[src/rtl/uart_receiver.sv]
// 8N1 UART receiver: oversampled, midpoint-sampled serial-to-parallel with a
// two-flop input synchronizer, done/frame_err pulses and break handling.
module uart_receiver #(
  parameter int unsigned OVERSAMPLE = 16,
  parameter int unsigned DATA_BITS  = 8
) (
  input  logic                 clk,
  input  logic                 rst,
  input  logic                 en,
  input  logic                 in,
  output logic [DATA_BITS-1:0] out,
  output logic                 done,
  output logic                 busy,
  output logic                 frame_err
);

  localparam int unsigned CntW = $clog2(OVERSAMPLE);
  localparam int unsigned IdxW = (DATA_BITS > 1) ? $clog2(DATA_BITS) : 1;
  localparam logic [CntW-1:0] HalfLast = CntW'(OVERSAMPLE / 2 - 1);
  localparam logic [CntW-1:0] BitLast  = CntW'(OVERSAMPLE - 1);
  localparam logic [IdxW-1:0] IdxLast  = IdxW'(DATA_BITS - 1);

  typedef enum logic [2:0] {StIdle, StStart, StData, StStop, StBreak} state_e;

  state_e                 state_q, state_d;
  logic                   sync1_q, rx_s_q;
  logic [CntW-1:0]        cnt_q, cnt_d;
  logic [IdxW-1:0]        idx_q, idx_d;
  logic [DATA_BITS-1:0]   shift_q, shift_d;
  logic [DATA_BITS-1:0]   out_q, out_d;
  logic                   done_q, done_d;
  logic                   ferr_q, ferr_d;

  always_ff @(posedge clk) begin
    if (rst) begin
      sync1_q <= 1'b1;
      rx_s_q  <= 1'b1;
      state_q <= StIdle;
      cnt_q   <= '0;
      idx_q   <= '0;
      shift_q <= '0;
      out_q   <= '0;
      done_q  <= 1'b0;
      ferr_q  <= 1'b0;
    end else begin
      sync1_q <= in;
      rx_s_q  <= sync1_q;
      state_q <= state_d;
      cnt_q   <= cnt_d;
      idx_q   <= idx_d;
      shift_q <= shift_d;
      out_q   <= out_d;
      done_q  <= done_d;
      ferr_q  <= ferr_d;
    end
  end

  always_comb begin
    state_d = state_q;
    cnt_d   = cnt_q;
    idx_d   = idx_q;
    shift_d = shift_q;
    out_d   = out_q;
    done_d  = 1'b0;
    ferr_d  = 1'b0;
    if (en) begin
      unique case (state_q)
        StIdle: begin
          if (!rx_s_q) begin
            state_d = StStart;
            cnt_d   = '0;
          end
        end
        StStart: begin
          if (cnt_q == HalfLast) begin
            cnt_d = '0;
            if (rx_s_q) begin
              state_d = StIdle;
            end else begin
              state_d = StData;
              idx_d   = '0;
            end
          end else begin
            cnt_d = cnt_q + CntW'(1);
          end
        end
        StData: begin
          if (cnt_q == BitLast) begin
            shift_d[idx_q] = rx_s_q;
            cnt_d          = '0;
            if (idx_q == IdxLast) begin
              state_d = StStop;
            end else begin
              idx_d = idx_q + IdxW'(1);
            end
          end else begin
            cnt_d = cnt_q + CntW'(1);
          end
        end
        StStop: begin
          if (cnt_q == BitLast) begin
            cnt_d = '0;
            if (rx_s_q) begin
              out_d   = shift_q;
              done_d  = 1'b1;
              state_d = StIdle;
            end else begin
              ferr_d  = 1'b1;
              state_d = StBreak;
            end
          end else begin
            cnt_d = cnt_q + CntW'(1);
          end
        end
        StBreak: begin
          // A held-low line must return high before a new start is accepted.
          if (rx_s_q) begin
            state_d = StIdle;
          end
        end
        default: state_d = StIdle;
      endcase
    end
  end

  assign busy      = (state_q == StStart) || (state_q == StData) || (state_q == StStop);
  assign out       = out_q;
  assign done      = done_q;
  assign frame_err = ferr_q;

endmodule

[config.mk]
export PLATFORM = sky130hd
export DESIGN_NAME = uart_receiver
export DESIGN_NICKNAME = d
export VERILOG_FILES = /design/src/rtl/uart_receiver.sv
export SDC_FILE = /design/constraint.sdc
export NUM_CORES = 1
export LEC_CHECK = 0
export CAP_MARGIN = 20
export CORE_UTILIZATION = 46
export CTS_CLUSTER_DIAMETER = 200
export DETAILED_ROUTE_END_ITERATION = 10
export GPL_TIMING_DRIVEN = 0
export PLACE_DENSITY = 0.66
export SLEW_MARGIN = 5
export SYNTH_ARGS = -nofsm -noshare
export SYNTH_HDL_FRONTEND = slang
export SYNTH_SLANG_ARGS = --single-unit
export TNS_END_PERCENT = 5
[constraint.sdc]
create_clock -name clk -period 1.9 [get_ports clk]
set_input_delay 0.57 -clock clk [delete_from_list [all_inputs] [get_ports clk]]
set_output_delay 0.57 -clock clk [all_outputs]
set_load 0.05 [all_outputs]
==> impl_metrics.env, run 1 <==
export IMPL_status="completed"
export IMPL_drive_gt1_share_pct=13.6
export IMPL_ios=15
export IMPL_grt_pass1_wl_mm=4.97
export IMPL_fin_nets=184
export IMPL_synth_edff_count=0
export IMPL_worstHoldEndpoint="rx_s_q"
export IMPL_cp_start_kind="flop"
export IMPL_r2r_end="state_q[0]"
export IMPL_syn_num_nets=163
export IMPL_rows=20
export IMPL_yosys_area_share_simple_pct=28.8
export IMPL_critPathMaxFanout=6
export IMPL_cts_sinks=30
export IMPL_min_path_cells=1
export IMPL_wl_per_cell_um=13.2
export IMPL_ys_flop_type="dfxtp_1"
export IMPL_async_flop_share_pct=0
export IMPL_relSlewSlack_pct=67.0
export IMPL_required_ns=1.33
export IMPL_ys_seq_area_share_pct=41.5
export IMPL_drt_total_wl_mm=2.93
export IMPL_rsz0062_at_grt="no"
export IMPL_start_util_pct=47.9
export IMPL_synth_top_family_by_area="simple AND/OR/NAND/NOR gates"
export IMPL_track_usage_pct=20.0
export IMPL_antenna_found_initial=0
export IMPL_tightest_slew_ns=0.498
export IMPL_drtIter0Drc=60
export IMPL_root_buffer="clkbuf_4"
export IMPL_syn_avg_cell_area_um2=9.29
export IMPL_ff2ff_setup_slack_ns=0.19
export IMPL_wl_met2_mm=1.36
export IMPL_grt_max_degree=11
export IMPL_final_common_cell="dfxtp_1"
export IMPL_grt_pass1_vias=1067
export IMPL_p_leak_nw=0.740
export IMPL_gp_congestion=0.798
export IMPL_core_area_mm2=0.00303
export IMPL_diodes=0
export IMPL_grt_overflow=0
export IMPL_maxSlewViolCount=0
export IMPL_ir_drop_uv=384
export IMPL_vias_per_cell=5.24
export IMPL_wl_met1_mm=1.41
export IMPL_dp_slack_ns=-0.419
export IMPL_netlist_top_cell_by_area="dfxtp_1"
export IMPL_wl_met3_um=112
export IMPL_fmaxAchievable_ghz=0.551
export IMPL_die_area_mm2=0.00338
export IMPL_yosys_register_bits=30
export IMPL_cts_clk_slew_worst_paths_ns=0.10
export IMPL_vias=1158
export IMPL_synth_area_leaders="dfxtp_1, mux2i_1, nor2_1, nand3_1, ha_1"
export IMPL_fin_crit_sh_pct=95.5
export IMPL_ys_warn_count=0
export IMPL_final_setup_tns_ns=0
export IMPL_hpwl_mm=2.06
export IMPL_fin_total_pwr_mw=1.02
export IMPL_cts_tree="yes"
export IMPL_timing_rr_start="cnt_q[0]"
export IMPL_muxShareOfSynthArea_pct=13.1
export IMPL_end_kind="output pin"
export IMPL_worstSkewPairLatency_ns=0.33
export IMPL_clockBufferDepth=2
export IMPL_hold_violations=0
export IMPL_synth_top_area_share_pct=41.5
export IMPL_synth_xor_area_share_pct=0.604
export IMPL_mostFrequentLayoutCells="dfxtp_1, nor2_1, mux2i_1"
export IMPL_finClkSkew_ns=0.0158
export IMPL_post_route_util_pct=55.7
export IMPL_drv_cap=0
export IMPL_fp_dieH_um=58.1
export IMPL_h_tree_depth=2
export IMPL_synth_compound_area_share_pct=9.24
export IMPL_io_buffers=13
export IMPL_top_layer="met4"
export IMPL_drc_errors=0
export IMPL_synth_adder_area_share_pct=2.59
export IMPL_syn_to_final_growth_pct=16.4
export IMPL_syn_instance_count=156
export IMPL_drt_pass1_iterations=4
export IMPL_crit_arrival_ns=1.24
export IMPL_worstHoldStart="sync1_q"
export IMPL_powerDensity_mw_per_mm2=608
export IMPL_ant_nets=0
export IMPL_finalSetupViolCount=0
export IMPL_critical_path_class="flop to output pin"
export IMPL_period_needed_ns=1.81
export IMPL_dieWidth_um=58.1
export IMPL_synth_cell_type_count=40
export IMPL_hp_class="flop to flop"
export IMPL_reg2reg_depth=5
export IMPL_synth_area_mm2=0.00145
export IMPL_cts_buffers=5
export IMPL_setup_ws_ns=0.0851
## what timing repair did
item,CTS,global route
pin swaps,0,1
gates cloned,0,0
setup endpoints to repair,19,9
hold endpoints to repair,0,0
hold buffers,0,0
gates resized for setup,18,2
buffers inserted,0,1
## power by group
group	switching (mW)	internal, mW	leakage, nW	total, mW
Sequential	0.00450	0.632	0.243	0.636
Clock	0.205	0.139	0.0254	0.344
Combinational	0.0302	0.0143	0.472	0.0444
## sequential cells by signal, summed over array words and instances (netlist names)
signal	count
state_q	3
rx_s_q	1
cnt_q	4
done	1
sync1_q	1
shift_q	8
out	8
idx_q	3
frame_err	1
## worst max-delay path: stages (launching register included)
cell	delay, ns
dfxtp_2	0.38
nor2_1	0.24
nor2_1	0.07
clkbuf_4	0.22
## per-stage QoR
stage / cell area (um2) / hold slack, ns / instances
floorplan: 1450 / 0.389 / 156
global placement: 1630 / 0.394 / 213
detailed placement: 1630 / 0.396 / 213
CTS: 1660 / 0.423 / 220
global route: 1690 / 0.466 / 221
finish: 1690 / 0.422 / 221
## layer usage
metal | track usage, % | up-vias
met1 | 25.2 | 537
met3 | 6.92 | 7
met2 | 31.2 | 19
met4 | 8.16 | 0
li1 | - | 595
met5 | 0 | -
## synth_stat cells (2+ instances only)
library cell / number
nor2_1: 23
inv_1: 3
nand2b_1: 2
and3_1: 2
mux2i_1: 19
or3_1: 2
or2_2: 2
dfxtp_1: 30
o21ai_0: 2
nor3_1: 4
and4_1: 2
nor2b_1: 4
nor4_1: 2
nand4_1: 4
buf_2: 4
a21o_1: 3
ha_1: 3
nand3_1: 8
clkbuf_1: 5
nand2_1: 8
a21oi_1: 5
## cells by family after synthesis
| group | after synthesis |
|---|---|
| adder cells (fa/ha/maj) | 3 |
| flip-flops | 30 |
| AND/OR/NAND/NOR | 72 |
| XOR/XNOR | 1 |
| AO/OA/AOI/OAI | 17 |
| multiplexers | 19 |
| buffers and inverters | 14 |
## how the worst max path moves through the flow
stage          startpoint  cells past startpoint  endpoint
2_1_floorplan  state_q[1]                      2      busy
3_3_place_gp           en                      5    out[5]
3_5_place_dp           en                      5    out[7]
4_1_cts        state_q[0]                      3      busy
5_1_grt        state_q[1]                      3      busy
6_report       state_q[1]                      3      busy
## final cells by class
type	count	area, um2
fillers	283	1340
multi-input cells	112	787
flip-flops and latches	30	603
repair buffers	14	134
well taps	44	55.1
plain buffers	10	47.5
clock buffers	7	45.0
inverters	4	15.0
No activity file was read; power rests on OpenSTA's default activity.
==> inputs of run 2 (changes only) <==
--- a/config.mk
+++ b/config.mk
@@ -10,7 +10,7 @@
 export CTS_CLUSTER_DIAMETER = 200
 export DETAILED_ROUTE_END_ITERATION = 10
 export GPL_TIMING_DRIVEN = 0
-export PLACE_DENSITY = 0.66
+export PLACE_DENSITY = 0.73
 export SLEW_MARGIN = 5
 export SYNTH_ARGS = -nofsm -noshare
 export SYNTH_HDL_FRONTEND = slang
==> constraint.sdc (replaced) <==
create_clock -name clk -period 2.2 [get_ports clk]
set_input_delay 0.66 -clock clk [delete_from_list [all_inputs] [get_ports clk]]
set_output_delay 0.66 -clock clk [all_outputs]
set_load 0.05 [all_outputs]
==> impl_metrics.env, run 2 (synthesis results as in run 1) <==
export IMPL_path_cells="clkdlybuf4s50_1"
export IMPL_start_util_pct=47.9
export IMPL_drive_gt1_share_pct=13.6
export IMPL_grt_pass1_vias=1118
export IMPL_ant_nets=0
export IMPL_finClkSkew_ns=0.0104
export IMPL_dieWidth_um=58.1
export IMPL_reg2reg_depth=5
export IMPL_crit_cells=1
export IMPL_required_ns=1.54
export IMPL_cp_start_kind="flop"
export IMPL_drc_errors=0
export IMPL_fin_nets=183
export IMPL_hp_class="flop to flop"
export IMPL_final_setup_tns_ns=0
export IMPL_syn_to_final_growth_pct=18.8
export IMPL_cts_buffers=5
export IMPL_crit_family="buffers and inverters"
export IMPL_io_buffers=13
export IMPL_core_area_mm2=0.00303
export IMPL_cpPeakStageDelay_ns=0.80
export IMPL_fin_crit_sh_pct=97.3
export IMPL_grt_pass1_wl_mm=5.05
export IMPL_rows=20
export IMPL_fin_area_mm2=0.00172
export IMPL_min_path_cells=1
export IMPL_worstSkewPairLatency_ns=0.33
export IMPL_clockBufferDepth=2
export IMPL_p_clk_share_pct=43.2
export IMPL_vias_per_cell=5.34
export IMPL_fp_dieH_um=58.1
export IMPL_hold_slack_ns=0.415
export IMPL_fmaxAchievable_ghz=0.467
export IMPL_gp_congestion=0.830
export IMPL_final_common_cell="dfxtp_1"
export IMPL_drtIter0Drc=63
export IMPL_grt_max_degree=11
export IMPL_die_area_mm2=0.00338
export IMPL_rsz0062_at_grt="no"
export IMPL_cts_clk_slew_worst_paths_ns=0.09
export IMPL_critPathBufInv=1
export IMPL_ios=15
export IMPL_powerDensity_mw_per_mm2=602
export IMPL_fin_total_pwr_mw=1.04
export IMPL_combPwrFrac_pct=3.8
export IMPL_p_leak_nw=0.718
export IMPL_drv_cap=0
export IMPL_maxSlewViolCount=0
export IMPL_tightest_slew_ns=0.533
export IMPL_cts_tree="yes"
export IMPL_cp_slowest_cell="clkdlybuf4s50_1"
export IMPL_place_area_mm2=0.00163
export IMPL_cts_sinks=30
export IMPL_hpwl_mm=2.03
export IMPL_hold_violations=0
export IMPL_end_kind="output pin"
export IMPL_grt_overflow=0
export IMPL_wl_per_cell_um=13.1
export IMPL_p_sw_mw=0.213
export IMPL_h_tree_depth=2
export IMPL_ir_drop_uv=341
export IMPL_p_sw_share_pct=20.6
export IMPL_vias=1174
export IMPL_crit_arrival_ns=1.48
export IMPL_critPathMaxFanout=2
export IMPL_mostFrequentLayoutCells="dfxtp_1, nor2_1, mux2i_1"
export IMPL_critical_path_class="flop to output pin"
export IMPL_relSlewSlack_pct=64.4
export IMPL_antenna_found_initial=0
export IMPL_period_needed_ns=2.14
export IMPL_finalSetupViolCount=0
export IMPL_status="completed"
export IMPL_drt_total_wl_mm=2.88
export IMPL_diodes=0
export IMPL_seq_power_share_pct=53.0
export IMPL_track_usage_pct=20.4
export IMPL_internal_power_mw=0.823
export IMPL_root_buffer="clkbuf_4"
export IMPL_drt_pass1_iterations=4
-- run 2: per-layer routing --
metal  track usage [%]  vias to the layer above  part of all wire (%)  routed length (um)
met5                 0                        -                     0                   0
met4              9.18                        0                   1.1                  31
met3              8.04                        4                   4.7                 136
met2              31.0                       21                    47                1360
met1              25.5                      559                    47                1350
li1                  -                      590                     -                   -
-- run 2: stage by stage --
step                setup slack (ns)  std cells  utilization, %
global placement              -0.161        213            54.0
detailed placement            -0.170        213            54.0
floorplan                      0.348        156               -
CTS                           0.0333        220            56.7
finish                        0.0604        220            56.9
global route                 0.00170        220            56.9
-- run 2: area by class of cell --
| cell class | count | area, um2 |
|---|---|---|
| Buffer | 10 | 47.5 |
| Inverter | 4 | 15.0 |
| Sequential cell | 30 | 602 |
| Clock inverter | 1 | 30.0 |
| Multi-Input combinational cell | 112 | 787 |
| Fill cell | 296 | 1310 |
| Timing Repair Buffer | 13 | 134 |
| Clock buffer | 6 | 51.3 |
| Tap cell | 44 | 55.1 |
-- run 2: worst paths after layout --
path | to | from | slack [ns]
worst max-delay path | out[5] | out[5] | 0.06
worst min-delay path | rx_s_q | sync1_q | 0.41
worst max register to register | out[5] | cnt_q[0] | 0.39
worst min register to register | rx_s_q | sync1_q | 0.41
-- run 2: timing repair --
| item | 4_1_cts | 5_1_grt |
|---|---|---|
| endpoints found under the setup margin | 1 | 2 |
| hold buffers | 0 | 0 |
| setup buffers | 0 | 0 |
| resized for setup | 3 | 4 |
-- run 2: power by group through the flow --
stage               sequential [mW]  combinational (mW)  clock, mW
floorplan                     0.561              0.0255          0
global placement              0.562              0.0385          0
detailed placement            0.562              0.0393          0
CTS                           0.549              0.0391      0.457
global route                  0.550              0.0434      0.485
finish                        0.549              0.0390      0.448
